File: src/rtl/multicycle_controller.sv
// rtl/multicycle_controller.sv - multi-cycle FETCH/DECODE/EXEC/MEM/WB control unit
// Define CTRL_STACK_CHECK_EN to trap return-stack overflow/underflow into FAULT.
module multicycle_controller #(
  parameter int INSTR_W     = 19,
  parameter int STACK_DEPTH = 8
) (
  input  logic               clk,
  input  logic               reset,
  input  logic [INSTR_W-1:0] instr_in,
  input  logic               mem_ack,
  input  logic               alu_c,
  input  logic               alu_z,
  input  logic               shift_c,
  input  logic               shift_z,
  output logic               mem_req,
  output logic               mem_write,
  output logic               mem_addr_sel,
  output logic               ir_write,
  output logic               pc_write,
  output logic [1:0]         pc_mux,
  output logic               reg_write,
  output logic [1:0]         reg_write_mux,
  output logic               alu_in_mux,
  output logic               reg_B_mux,
  output logic               alu_use_carry,
  output logic [2:0]         alu_op,
  output logic               push,
  output logic               pop,
  output logic               flag_c,
  output logic               flag_z,
  output logic               halted,
  output logic               stack_err
);

  localparam int SP_W = $clog2(STACK_DEPTH) + 1;

  typedef enum logic [2:0] {
    S_IDLE, S_FETCH, S_DECODE, S_EXEC, S_MEM, S_WB, S_HALT, S_FAULT
  } state_t;

  state_t             r_state;
  state_t             w_next;
  logic [INSTR_W-1:0] r_ir;
  logic [SP_W-1:0]    r_sp;
  logic               r_c;
  logic               r_z;

  logic [4:0]      w_op;
  logic            w_is_arith;
  logic            w_is_mem;
  logic            w_is_branch;
  logic            w_is_shift;
  logic            w_is_jsb;
  logic            w_is_ret;
  logic            w_is_halt;
  logic            w_flag;
  logic            w_taken;
  logic            w_stack_fault;
  logic [SP_W-1:0] w_sp_inc;
  logic [SP_W-1:0] w_sp_dec;
  logic            w_unused_bits;

  assign w_op        = r_ir[INSTR_W-1 -: 5];
  assign w_is_arith  = ~w_op[4];
  assign w_is_mem    = (w_op[4:2] == 3'b100);
  assign w_is_branch = (w_op[4:2] == 3'b101);
  assign w_is_shift  = (w_op[4:2] == 3'b110);
  assign w_is_jsb    = (w_op == 5'b11101);
  assign w_is_ret    = (w_op == 5'b11110);
  assign w_is_halt   = (w_op == 5'b11111);
  assign w_flag      = w_op[1] ? r_c : r_z;
  assign w_taken     = w_op[0] ? ~w_flag : w_flag;

`ifdef CTRL_STACK_CHECK_EN
  assign w_sp_inc      = r_sp + SP_W'(1);
  assign w_sp_dec      = r_sp - SP_W'(1);
  assign w_stack_fault = (w_is_jsb && (r_sp == SP_W'(STACK_DEPTH))) ||
                         (w_is_ret && (r_sp == '0));
`else
  // Unchecked stack: the pointer stays inside 0..STACK_DEPTH-1 and wraps.
  assign w_sp_inc      = {1'b0, r_sp[SP_W-2:0] + (SP_W-1)'(1)};
  assign w_sp_dec      = {1'b0, r_sp[SP_W-2:0] - (SP_W-1)'(1)};
  assign w_stack_fault = 1'b0;
`endif

  assign w_unused_bits = ^{r_ir[INSTR_W-6:0], r_sp};
  assign flag_c        = r_c;
  assign flag_z        = r_z;

  always_ff @(posedge clk or negedge reset) begin
    if (!reset) r_state <= S_IDLE;
    else        r_state <= w_next;
  end

  always_ff @(posedge clk or negedge reset) begin
    if (!reset) begin
      r_ir <= '0;
      r_sp <= '0;
      r_c  <= 1'b0;
      r_z  <= 1'b0;
    end else begin
      if (ir_write) r_ir <= instr_in;
      if (r_state == S_EXEC) begin
        if (w_is_arith) begin
          r_c <= alu_c;
          r_z <= alu_z;
        end else if (w_is_shift) begin
          r_c <= shift_c;
          r_z <= shift_z;
        end
      end
      if (push)     r_sp <= w_sp_inc;
      else if (pop) r_sp <= w_sp_dec;
    end
  end

  always_comb begin
    w_next        = r_state;
    mem_req       = 1'b0;
    mem_write     = 1'b0;
    mem_addr_sel  = 1'b0;
    ir_write      = 1'b0;
    pc_write      = 1'b0;
    pc_mux        = 2'b00;
    reg_write     = 1'b0;
    reg_write_mux = 2'b00;
    alu_in_mux    = 1'b0;
    reg_B_mux     = 1'b0;
    alu_use_carry = 1'b0;
    alu_op        = 3'b000;
    push          = 1'b0;
    pop           = 1'b0;
    halted        = 1'b0;
    stack_err     = 1'b0;
    case (r_state)
      S_IDLE:   w_next = S_FETCH;
      S_FETCH: begin
        mem_req = 1'b1;
        if (mem_ack) begin
          ir_write = 1'b1;
          pc_write = 1'b1;
          w_next   = S_DECODE;
        end
      end
      S_DECODE: w_next = S_EXEC;
      S_EXEC: begin
        if (w_is_arith) begin
          alu_op        = w_op[2:0];
          alu_use_carry = w_op[0];
          alu_in_mux    = w_op[3];
          w_next        = S_WB;
        end else if (w_is_shift) begin
          w_next = S_WB;
        end else if (w_is_mem) begin
          reg_B_mux  = 1'b1;
          alu_in_mux = 1'b1;
          w_next     = S_MEM;
        end else if (w_is_branch) begin
          pc_write = w_taken;
          pc_mux   = w_taken ? 2'b01 : 2'b00;
          w_next   = S_FETCH;
        end else if (w_is_halt) begin
          w_next = S_HALT;
        end else if (w_stack_fault) begin
          w_next = S_FAULT;
        end else if (w_is_ret) begin
          pop      = 1'b1;
          pc_write = 1'b1;
          pc_mux   = 2'b11;
          w_next   = S_FETCH;
        end else begin
          pc_write = 1'b1;
          pc_mux   = 2'b10;
          push     = w_is_jsb;
          w_next   = S_FETCH;
        end
      end
      S_MEM: begin
        mem_req      = 1'b1;
        mem_addr_sel = 1'b1;
        mem_write    = w_op[0];
        if (mem_ack) w_next = w_op[0] ? S_FETCH : S_WB;
      end
      S_WB: begin
        reg_write     = 1'b1;
        reg_write_mux = w_is_arith ? 2'b00 : (w_is_shift ? 2'b01 : 2'b10);
        w_next        = S_FETCH;
      end
      S_HALT:   halted    = 1'b1;
      S_FAULT:  stack_err = 1'b1;
      default:  w_next    = S_IDLE;
    endcase
  end

endmodule
File: config.mk
export PLATFORM = sky130hd
export DESIGN_NAME = multicycle_controller
export DESIGN_NICKNAME = d
export VERILOG_FILES = /design/src/rtl/multicycle_controller.sv
export SDC_FILE = /design/constraint.sdc
export NUM_CORES = 1
export LEC_CHECK = 0
export CAP_MARGIN = 30
export CORE_MARGIN = 1.5
export CORE_UTILIZATION = 39
export DETAILED_ROUTE_END_ITERATION = 12
export GPL_TIMING_DRIVEN = 0
export MAX_ROUTING_LAYER = met4
export PLACE_DENSITY = 0.84
export SYNTH_ARGS = -nofsm -noshare
export SYNTH_HDL_FRONTEND = slang
export SYNTH_SLANG_ARGS = --single-unit
File: constraint.sdc
create_clock -name clk -period 2.17 [get_ports clk]
set_input_delay 0.5425 -clock clk [delete_from_list [all_inputs] [get_ports clk]]
set_output_delay 0.5425 -clock clk [all_outputs]
set_load 0.01 [all_outputs]
# After elaboration in Yosys (flattened, before gate mapping)
# Index checks and enable logic that the tools add are counted.
[totals]
word_cells = 91
in_bits = 26
register_bits = 24
[classes]
muxes = 64
bitwise_logic = 1
n_reduce_logical = 6
eq_ne = 16
[op_table]
columns = ["op", "n"]
rows = [
  ["two-way mux 1 bit", 43],
  ["two-way mux 3 bit", 10],
  ["equality test 3 bit (second input constant)", 7],
  ["two-way mux 2 bit", 9],
  ["equality test 5 bit (second input constant)", 3],
  ["one-hot mux 3 bit (5 select lines)", 1],
  ["equality test 3 x 2 -> 1 bit (second input constant)", 2],
  ["nonzero test 5 bit", 1],
  ["inequality test 2 bit (second input constant)", 2],
  ["OR reduction 2 bit", 2],
  ["equality test 3 x 1 -> 1 bit (second input constant)", 1],
  ["logical NOT 3 bit", 1],
  ["AND reduction 3 bit", 1],
  ["inequality test 2 x 1 -> 1 bit (second input constant)", 1],
  ["one-hot mux 1 bit (2 select lines)", 1],
  ["AND reduction 2 bit", 1],
  ["NOT 1 bit", 1],
]

# Logic depth before layout (Yosys ltp)
# Gate-level depths: netlist of the first run.
[logic_depth]
depth_word = 9
ltp_mapped = 4

# Worst setup path after synthesis of the first run
# Ideal clock, no wire load.
[synth_path]
kind = "reg2out"
from = "register r_state[2]"
to = "output alu_op[0]"
setup_slack_ps = 386
required_ps = 1627
path_buffers = 1
t_arrival_ps = 1241
stages_incl_launch_ff = 4
cell_sequence = "dfrtp_1 -> nand3b_2 -> nor3_1 -> buf_4"
[synth_between]
elab_chain_cells = 2
[synth_rtl]
columns = ["element", "line", "rtl"]
rows = [
  ["start, declared", "41", "state_t r_state;"],
  ["start signal, assigned", "92", "else r_state <= w_next;"],
  ["equality test 3 x 2 -> 1 bit", "135", "case (r_state)"],
  ["two-way mux 3 bit", "135", ""],
  ["end, declared", "26", "output logic [2:0] alu_op,"],
]
# Every way passes these cells.

# Worst setup path after layout of the first run
[layout_path]
from = "register r_ir[17]"
to = "output pc_mux[0]"
[layout_between]
elab_chain_cells = 8
[layout_rtl]
columns = ["element", "line", "rtl"]
rows = [
  ["start, declared", "43", "logic [INSTR_W-1:0] r_ir;"],
  ["start signal, assigned", "102", "if (ir_write) r_ir <= instr_in;"],
  ["equality test 5 bit", "69", "assign w_is_ret = (w_op == 5'b11110);"],
  ["two-way mux 1 bit", "166", "end else if (w_is_ret) begin"],
  ["two-way mux 2 bit", "162", "end else if (w_is_halt) begin"],
  ["two-way mux 2 bit", "158", "end else if (w_is_branch) begin"],
  ["two-way mux 2 bit", "154", "end else if (w_is_mem) begin"],
  ["two-way mux 2 bit *", "152", "end else if (w_is_shift) begin"],
  ["two-way mux 2 bit *", "147", "if (w_is_arith) begin"],
  ["two-way mux 2 bit *", "135", ""],
  ["end, declared", "20", "output logic [1:0] pc_mux,"],
]
# Every way passes the cells marked *; elsewhere a longest branch is shown, timed or not.

==> out/metrics.json, run 1 <==
{
  "route": {
    "dr_total_vias": 744,
    "final_antenna_net_count": 0,
    "post_drt_wl_per_cell_um": 12.7,
    "drt_drc_violations_left": 0,
    "detail_route.iter0.violations": 12,
    "drt-pass1-iter-count": 4,
    "routed_wirelength_mm": 1.86,
    "via_per_inst": 5.06
  },
  "layout": {
    "finalInstanceArea_um2": 1210,
    "post_synthesis_to_final_layout_area_growth_pct": 55.5,
    "fillerInstances": 163,
    "antenna_cells_inserted": 0,
    "finish.net_count": 150,
    "ratio_of_cells_with_drive_above_1_in_the_final_layout_pct": 29.5
  },
  "critical_path": {
    "peak_fanout_along_the_critical_path": 10,
    "critical_path_required_ps": 1630,
    "crit_buf_inv": 2,
    "number_of_stages_on_the_worst_setup_path": 5,
    "kind_of_end_point_of_the_critical_path": "output pin",
    "cp_slowest_cell": "sky130_fd_sc_hd__dfrtp_1",
    "timing.critical_path.from_type": "flop",
    "crit_arrival_ps": 1560,
    "worstPathCellList": "buf_4, nor4b_1, a31oi_1, a21boi_1, dlygate4sd2_1",
    "ff2ff_path_depth": 3,
    "timing_worst_setup_path_type": "flop to output pin",
    "cp_peak_stage_delay_ps": 370,
    "critical-path-top-delay-family": "buffers and inverters"
  },
  "timing": {
    "maxClockFrequency_ghz": 0.475,
    "tightest_slew_ps": 412,
    "max_slew_margin_pct": 72.4,
    "period_minus_slack_ps": 2110,
    "fin_crit_sh_pct": 97.0,
    "maxSlewViolCount": 0,
    "report.final.hold_viol_count": 0,
    "worst_clock_skew_ps": 4.47,
    "setup_viol": 0
  },
  "clock_network": {
    "clk_latency_worst_skew_pair_ps": 240,
    "cts_buffer_depth": 2,
    "number_of_buffers_inserted_by_hold_repair_at_cts": 0,
    "cts.htree.levels": 1,
    "cts_tree": "done",
    "numCtsBuffers": 3,
    "clock_sinks": 10,
    "clockRootBuffer": "sky130_fd_sc_hd__clkbuf_4",
    "clkSlewWorstSetupHoldPaths_ps": 60
  },
  "global_routing": {
    "gr_ovfl_total": 0,
    "grt_max_degree": 11,
    "grt_pass1_wl_mm": 2.94,
    "groute.usage.overall_pct": 18.5,
    "antenna_violations_before_repair": 0,
    "vias_in_the_first_global_route": 666
  },
  "power": {
    "power.density_cell_area_nw_per_um2": 1270,
    "power.ir.vdd_worst_mv": 0.731,
    "static-leakage-power_uw": 0.000620,
    "totalPowerFinal_uw": 1540
  },
  "yosys": {
    "synth_top_area_cell": "sky130_fd_sc_hd__dfrtp_1",
    "synth_edf_count": 0,
    "synthDistinctLibCells": 36,
    "synth_area_leaders": "sky130_fd_sc_hd__dfrtp_1, sky130_fd_sc_hd__mux2_4, sky130_fd_sc_hd__buf_6, sky130_fd_sc_hd__nor2_1, sky130_fd_sc_hd__nand2b_1",
    "synth.cells.most_frequent": "sky130_fd_sc_hd__dfrtp_1, sky130_fd_sc_hd__nor2_1, sky130_fd_sc_hd__nand2_1",
    "syn-mean-instance-area_um2": 9.61,
    "synth_seq_cells": 10,
    "share_of_flip_flops_with_an_asynchronous_set_or_reset_after_synthesis_pct": 100,
    "ys.warnings.count": 0,
    "syn_area_um2": 778,
    "mappedNetlistNets": 107,
    "synth_top_flop_cell": "sky130_fd_sc_hd__dfrtp_1",
    "synth.top_cell.area_share_pct": 32.2,
    "syn-instance-count": 81,
    "yosysMostFrequentCell": "sky130_fd_sc_hd__dfrtp_1",
    "synth_seq_area_share_pct": 32.2
  },
  "floorplan": {
    "core_region_area_um2": 1800,
    "placement_rows": 15,
    "floorplan.initialDensity_pct": 43.2,
    "die_area_um2": 2270,
    "die_width_um": 47.7,
    "die-height_um": 47.7,
    "io_pins": 48
  },
  "job": {
    "timing.max_cap.violations": 0
  },
  "placement": {
    "hpwl_after_dpl_mm": 1.47,
    "port_buffers": 33,
    "gp_congestion": 0.767,
    "detailed_place.area_um2": 1140
  },
  "outcome": {
    "run_status": "finished clean"
  },
  "min_path": {
    "timing.hold.worst.class": "primary input to asynchronous set/reset pin"
  }
}
[per-stage QoR]
| stage | worst slack [ps] | hold WS [ps] | std cells | utilization (%) | TNS, ps |
|---|---|---|---|---|---|
| floorplan | 386 | 247 | 81 | - | 0 |
| global placement | -472 | 527 | 139 | 63.3 | -886 |
| detailed placement | -475 | 550 | 139 | 63.3 | -992 |
| CTS | 6.04 | 563 | 146 | 66.3 | 0 |
| global route | -11.8 | 635 | 147 | 67.2 | -11.8 |
| finish | 64.4 | 597 | 147 | 67.2 | 0 |
[worst paths after layout]
| check | startpoint | end | slack (ps) |
|---|---|---|---|
| min in group clk | flag_c | flag_c | 610 |
| max in group asynchronous | reset | r_state[0] | 1260 |
| worst min register to register | flag_c | flag_c | 610 |
| worst max-delay path | r_ir[17] | pc_mux[0] | 60 |
| worst min-delay path | reset | flag_z | 600 |
| worst max register to register | r_ir[16] | flag_c | 810 |
[cell type report]
cell class,instances,area [um^2],share of cell area (%)
multi-input combinational,62,495,41.0
timing repair buffer,38,338,27.9
sequential,10,251,20.8
buffer,7,63.8,5.27
tap,25,31.3,2.59
clock buffer,3,22.5,1.86
inverter,2,7.51,0.620
[cells by family (layout without fill, tap and decap cells)]
family	count (synthesis)	in the layout	share of synthesized area, %
AO/OA/AOI/OAI	17	17	15.3
buffers and inverters	9	50	8.84
flip-flops	10	10	32.2
multiplexers	10	10	16.1
AND/OR/NAND/NOR	35	35	27.7
[cell usage in the layout (no fill, tap or decap), types with 2 or more instances in the layout]
cell	n
sky130_fd_sc_hd__dfrtp_1	9
sky130_fd_sc_hd__a21oi_1	4
sky130_fd_sc_hd__clkbuf_2	5
sky130_fd_sc_hd__nor2b_1	3
sky130_fd_sc_hd__dlymetal6s2s_1	3
sky130_fd_sc_hd__a21o_1	2
sky130_fd_sc_hd__nor3b_1	2
sky130_fd_sc_hd__o21ai_0	3
sky130_fd_sc_hd__buf_6	3
sky130_fd_sc_hd__clkdlybuf4s50_1	15
sky130_fd_sc_hd__dlygate4sd2_1	10
sky130_fd_sc_hd__mux2_1	2
sky130_fd_sc_hd__nand2_1	5
sky130_fd_sc_hd__mux2_2	2
sky130_fd_sc_hd__nor3_2	2
sky130_fd_sc_hd__clkbuf_4	3
sky130_fd_sc_hd__mux2_4	4
sky130_fd_sc_hd__buf_4	9
sky130_fd_sc_hd__o21ai_1	2
sky130_fd_sc_hd__nor2_1	6
sky130_fd_sc_hd__nand2b_1	3
[worst register-to-register path, stage by stage (launching register included)]
cell and delay (ps):
sky130_fd_sc_hd__dfrtp_1 450, sky130_fd_sc_hd__nand2b_1 240, sky130_fd_sc_hd__a21oi_4 210, sky130_fd_sc_hd__mux2_1 340
[per-layer routing]
metal,vias up,global-route usage (%),routed length [um]
met1,338,23.7,870
met2,32,33.2,879
met4,0,3.24,15
met5,-,-,0
met3,2,0,96
li1,372,-,-
[state kept, by name, indices dropped and copies added (netlist names)]
| name | cells |
|---|---|
| flag_c | 1 |
| flag_z | 1 |
| r_ir | 5 |
| r_state | 3 |
[what timing repair did]
action	CTS	global route
setup endpoints to repair	16	9
setup buffers	4	1
pin swaps	1	0
resized for setup	22	16
[power breakdown]
| part | switching [uW] | internal, uW |
|---|---|---|
| Clock | 46.7 | 63.1 |
| Combinational | 490 | 563 |
| Sequential | 95.5 | 281 |
| Total | 633 | 908 |
(Power assumes the default switching activity.)
==> run 2, diff against run 1 <==
Settings changed: RECOVER_POWER from default to 50, SETUP_SLACK_MARGIN from default to 0.02.
==> out/metrics.json, run 2 (synthesis results as in run 1) <==
{
  "route": {
    "routed_wirelength_mm": 1.84,
    "final_antenna_net_count": 0,
    "drt_drc_violations_left": 0,
    "dr_total_vias": 743,
    "detail_route.iter0.violations": 18,
    "post_drt_wl_per_cell_um": 12.4,
    "via_per_inst": 4.99,
    "drt-pass1-iter-count": 4
  },
  "min_path": {
    "timing.hold.worst.class": "flop to flop",
    "worst_hold_path.endpoint": "flag_c",
    "startpoint_of_the_most_critical_hold_path": "flag_c",
    "whs_path_depth": 1
  },
  "timing": {
    "layout_setup_ws_ps": 50.9,
    "report.final.hold_viol_count": 0,
    "fin_crit_sh_pct": 97.7,
    "fin_hold_ws_ps": 613,
    "max_slew_margin_pct": 71.3,
    "worst_clock_skew_ps": 2.68,
    "period_minus_slack_ps": 2120,
    "maxSlewViolCount": 0,
    "tightest_slew_ps": 430,
    "setup_viol": 0,
    "maxClockFrequency_ghz": 0.472
  },
  "power": {
    "static-leakage-power_uw": 0.000620,
    "fraction_of_power_consumed_by_sequential_logic_pct": 24.9,
    "power.ir.vdd_worst_mv": 0.716,
    "comb_power_share_pct": 67.9,
    "totalPowerFinal_uw": 1510,
    "p_sw_share_pct": 40.6,
    "p_switching_uw": 612,
    "power.density_cell_area_nw_per_um2": 1250,
    "power_report.internal_total_uw": 895,
    "pwr-share-clk_pct": 7.2
  },
  "layout": {
    "number_of_flip_flops_in_the_largest_register": 5,
    "largest_registers": "r_ir (5), r_state (3)",
    "post_synthesis_to_final_layout_area_growth_pct": 54.7,
    "mostFrequentLayoutCell": "sky130_fd_sc_hd__clkdlybuf4s50_1",
    "final_cell_mix": "sky130_fd_sc_hd__clkdlybuf4s50_1, sky130_fd_sc_hd__buf_4, sky130_fd_sc_hd__dfrtp_1, sky130_fd_sc_hd__dlygate4sd2_1, sky130_fd_sc_hd__nor2_1",
    "ratio_of_cells_with_drive_above_1_in_the_final_layout_pct": 27.4,
    "finish.net_count": 152,
    "finalInstanceArea_um2": 1200,
    "largest-register": "r_ir",
    "antenna_cells_inserted": 0,
    "finalCoreUtilization_pct": 66.8
  },
  "critical_path": {
    "timing_worst_setup_path_type": "flop to output pin",
    "worstPathCellList": "buf_4, nor4b_1, a31oi_1, a21boi_1, clkdlybuf4s15_1",
    "peak_fanout_along_the_critical_path": 10,
    "timing.critical_path.from_type": "flop",
    "cp_peak_stage_delay_ps": 370,
    "critical_path_required_ps": 1630,
    "r2r_setup_slack_ps": 730,
    "kind_of_end_point_of_the_critical_path": "output pin",
    "rr_endpoint": "flag_c",
    "crit_buf_inv": 2,
    "crit_arrival_ps": 1580,
    "rr_startpoint": "r_ir[16]",
    "critical-path-top-delay-family": "buffers and inverters",
    "number_of_stages_on_the_worst_setup_path": 5,
    "cp_slowest_cell": "sky130_fd_sc_hd__dfrtp_1",
    "ff2ff_path_depth": 3
  },
  "floorplan": {
    "die_area_um2": 2270,
    "floorplan.initialDensity_pct": 43.2,
    "core_region_area_um2": 1800,
    "io_pins": 48,
    "placement_rows": 15,
    "die-height_um": 47.7,
    "die_width_um": 47.7
  },
  "outcome": {
    "run_status": "finished clean"
  },
  "placement": {
    "gp_congestion": 0.767,
    "port_buffers": 33,
    "dpl_worst_slack_ps": -475,
    "detailed_place.area_um2": 1140,
    "hpwl_after_dpl_mm": 1.47
  },
  "global_routing": {
    "grt_pass1_wl_mm": 2.95,
    "groute.usage.overall_pct": 18.5,
    "grt_max_degree": 11,
    "vias_in_the_first_global_route": 666,
    "gr_ovfl_total": 0,
    "antenna_violations_before_repair": 0
  },
  "clock_network": {
    "cts.htree.levels": 1,
    "numCtsBuffers": 3,
    "clock_sinks": 10,
    "cts_buffer_depth": 2,
    "clockRootBuffer": "sky130_fd_sc_hd__clkbuf_4",
    "clkSlewWorstSetupHoldPaths_ps": 60,
    "number_of_buffers_inserted_by_hold_repair_at_cts": 0,
    "clk_latency_worst_skew_pair_ps": 240,
    "cts_tree": "done"
  },
  "job": {
    "timing.max_cap.violations": 0
  }
}
run 2: changes by cell type in the layout (fill, tap and decap cells not counted), sizes merged:
cell	delta
buf	+3
clkdlybuf4s15	+2
clkdlybuf4s50	-2
clkbuf	-1
dlygate4sd2	-1
dlygate4sd3	+1
run 2: power groups by stage:
stage               combinational (uW)  sequential, uW  clock (uW)
global route                      1120             388         125
CTS                               1020             365         115
finish                            1020             375         109
detailed placement                 961             378           0
floorplan                          641             365           0
global placement                   936             375           0
run 2: metrics by stage:
step | cells | TNS [ps]
5_1_grt | 149 | -32.3
4_1_cts | 146 | 0
3_5_place_dp | 139 | -992
6_report | 149 | 0
3_3_place_gp | 139 | -886
2_1_floorplan | 81 | 0
run 2: worst max-delay path by stage:
| stage | startpoint | end |
|---|---|---|
| finish | r_ir[17] | pc_mux[0] |
| global route | r_ir[17] | pc_mux[0] |
| CTS | r_ir[15] | pc_write |
| detailed placement | mem_ack | pc_write |
| global placement | mem_ack | pc_write |
| floorplan | r_state[2] | alu_op[0] |
run 2: per-layer routing:
layer | global-route usage, % | up-vias | wire (um)
li1 | - | 375 | -
met1 | 23.7 | 335 | 853
met2 | 33.2 | 33 | 871
met3 | 0 | 0 | 117
met4 | 3.24 | 0 | 0
met5 | - | - | 0
run 2: timing repair:
action                     CTS  global route
pin swaps                    2             1
setup endpoints to repair   16             9
resized for setup           24            18
buffers inserted             4             3
run 2: layout make-up:
cell class / count / area, um^2
plain buffers: 7 / 63.8
clock buffers: 3 / 22.5
fillers: 168 / 598
inverters: 2 / 7.51
multi-input cells: 62 / 473
flip-flops and latches: 10 / 251
well taps: 25 / 31.3
repair buffers: 40 / 354
==> RTL change, RTL diff (flow settings as in run 1) <==
Register the output `flag_c` once more, without a reset; this adds one clock of latency there. The other outputs are not delayed to match.
--- a/src/rtl/multicycle_controller.sv
+++ b/src/rtl/multicycle_controller.sv
@@ -84,7 +84,9 @@
 `endif
 
   assign w_unused_bits = ^{r_ir[INSTR_W-6:0], r_sp};
-  assign flag_c        = r_c;
+  always_ff @(posedge clk) begin
+    flag_c <= r_c;
+  end
   assign flag_z        = r_z;
 
   always_ff @(posedge clk or negedge reset) begin
Check against the original RTL: not equivalent (a bounded check fails within 10 cycles, from zero or initial values and one cycle with reset low).
==> RTL change against run 1 <==
Sequential share of layout area increased by 0.54 points. Synthesized area rose by 3.5%. Critical path depth increased by 1. Worst hold slack worse by 0.10 ns. Setup slack worse by 0.064 ns. Power is 9.8% higher. Combinational power grew 7%. Clock power up 37%. Wire length rose by 36%. Sequential cell count increased by 1. Cell area increased by 6.2%. First-iteration DRC count up 75%. Utilization fell by 1.7 points. Critical endpoint is now pc_write.
==> RTL change: results <==
group,metric,value,unit
outcome,outcome,"finished clean",
logic_synthesis,ys_async_sr_fraction,0.909,
global_routing,first_global_vias,862,
logic_synthesis,seq_area_frac_synth,0.335,
place,gp_congestion,0.852,
logic_synthesis,syn_area_per_cell,9.16,um2
worst_setup_path,r2r_start,"r_state[2]",
worst_setup_path,worstPathMaxFanout,8,
logic_synthesis,synth_fp_nets,114,
global_routing,grt_pass1_wl,4100,um
timing,fin_skew,0.00286,ns
route,num_vias,872,
layout,fillers,168,
layout,nets,161,
logic_synthesis,muxShareOfSynthArea,0.0683,
worst_hold_path,hp-class,"reg -> reg",
clock_tree,postCtsSetupBuffers,8,
route,vias_per_cell,5.42,
clock_tree,clk_latency,0.28,ns
worst_setup_path,critPathSlowestCell,"dfrtp_2",
worst_setup_path,slowest_delay,0.42,ns
place,dpl-instance-area,1170,um2
layout,seq_area,274,um2
route,drtIter0Drc,21,
worst_setup_path,reg2reg_depth,5,
worst_setup_path,r2r_setup_slack,0.57,ns
clock_tree,cts_resized,37,
pwr,p_leak,0.631,nW
global_routing,grt_use_total,0.230,
timing,hold_ws,0.495,ns
pwr,irDropWorstVdd,0.000562,V
place,pre_cts_ws,-0.734,ns
layout,drive_gt1_frac,0.373,
clock_tree,path_clk_slew,0.08,ns
place,placed_cells,148,
route,m1WireLength,1060,um
-- RTL change: cell count changes after synthesis, sizes merged, moves of 2 or more --
| cell | delta |
|---|---|
| clkbuf | +2 |
| and3 | +5 |
| mux2 | -4 |
| o22ai | +4 |
| nand2b | -4 |
| and2 | +4 |
| nor4bb | +2 |
| a21oi | +2 |
| nand2 | -2 |
| or2b | +2 |
| nor2b | -2 |
-- RTL change: area by class of cell --
class	count	share of cell area
plain buffers	8	0.0516
inverters	2	0.00584
flip-flops and latches	11	0.213
repair buffers	43	0.297
clock buffers	4	0.0204
multi-input cells	66	0.386
well taps	27	0.0263
-- RTL change: kinds of logic after synthesis --
| family | count (synthesis) |
|---|---|
| mux | 5 |
| compound gates | 20 |
| flops | 11 |
| simple gates | 39 |
| buf+inv | 11 |
| xor+xnor | 2 |
-- RTL change: stage by stage --
stage / setup TNS (ns) / power [mW]
after global placement: -1.39 / 1.36
final: 0 / 1.69
after detailed placement: -1.61 / 1.39
after global routing: -0.140 / 1.80
after floorplan: 0 / 1.03
after CTS: 0 / 1.59
-- RTL change: worst max path at each step --
stage / cells past startpoint / startpoint / end
final: 6 / r_state[2] / pc_write
after global routing: 6 / r_state[2] / pc_write
after CTS: 5 / r_ir[14] / pc_mux[0]
after detailed placement: 6 / mem_ack / pc_write
after global placement: 6 / mem_ack / pc_write
after floorplan: 4 / mem_ack / pc_write
-- RTL change: power by group --
group          switching (mW)  total, mW  leakage [nW]  internal, mW
clock                  0.0799      0.151        0.0150        0.0713
combinational           0.532       1.12         0.491         0.592
sequential              0.107      0.415         0.125         0.308
total                   0.719       1.69         0.631         0.972
-- RTL change: per-layer routing --
metal,track usage,vias to the layer above
met4,0.100,0
met1,0.255,415
met5,-,-
met2,0.403,38
li1,-,412
met3,0.0432,7
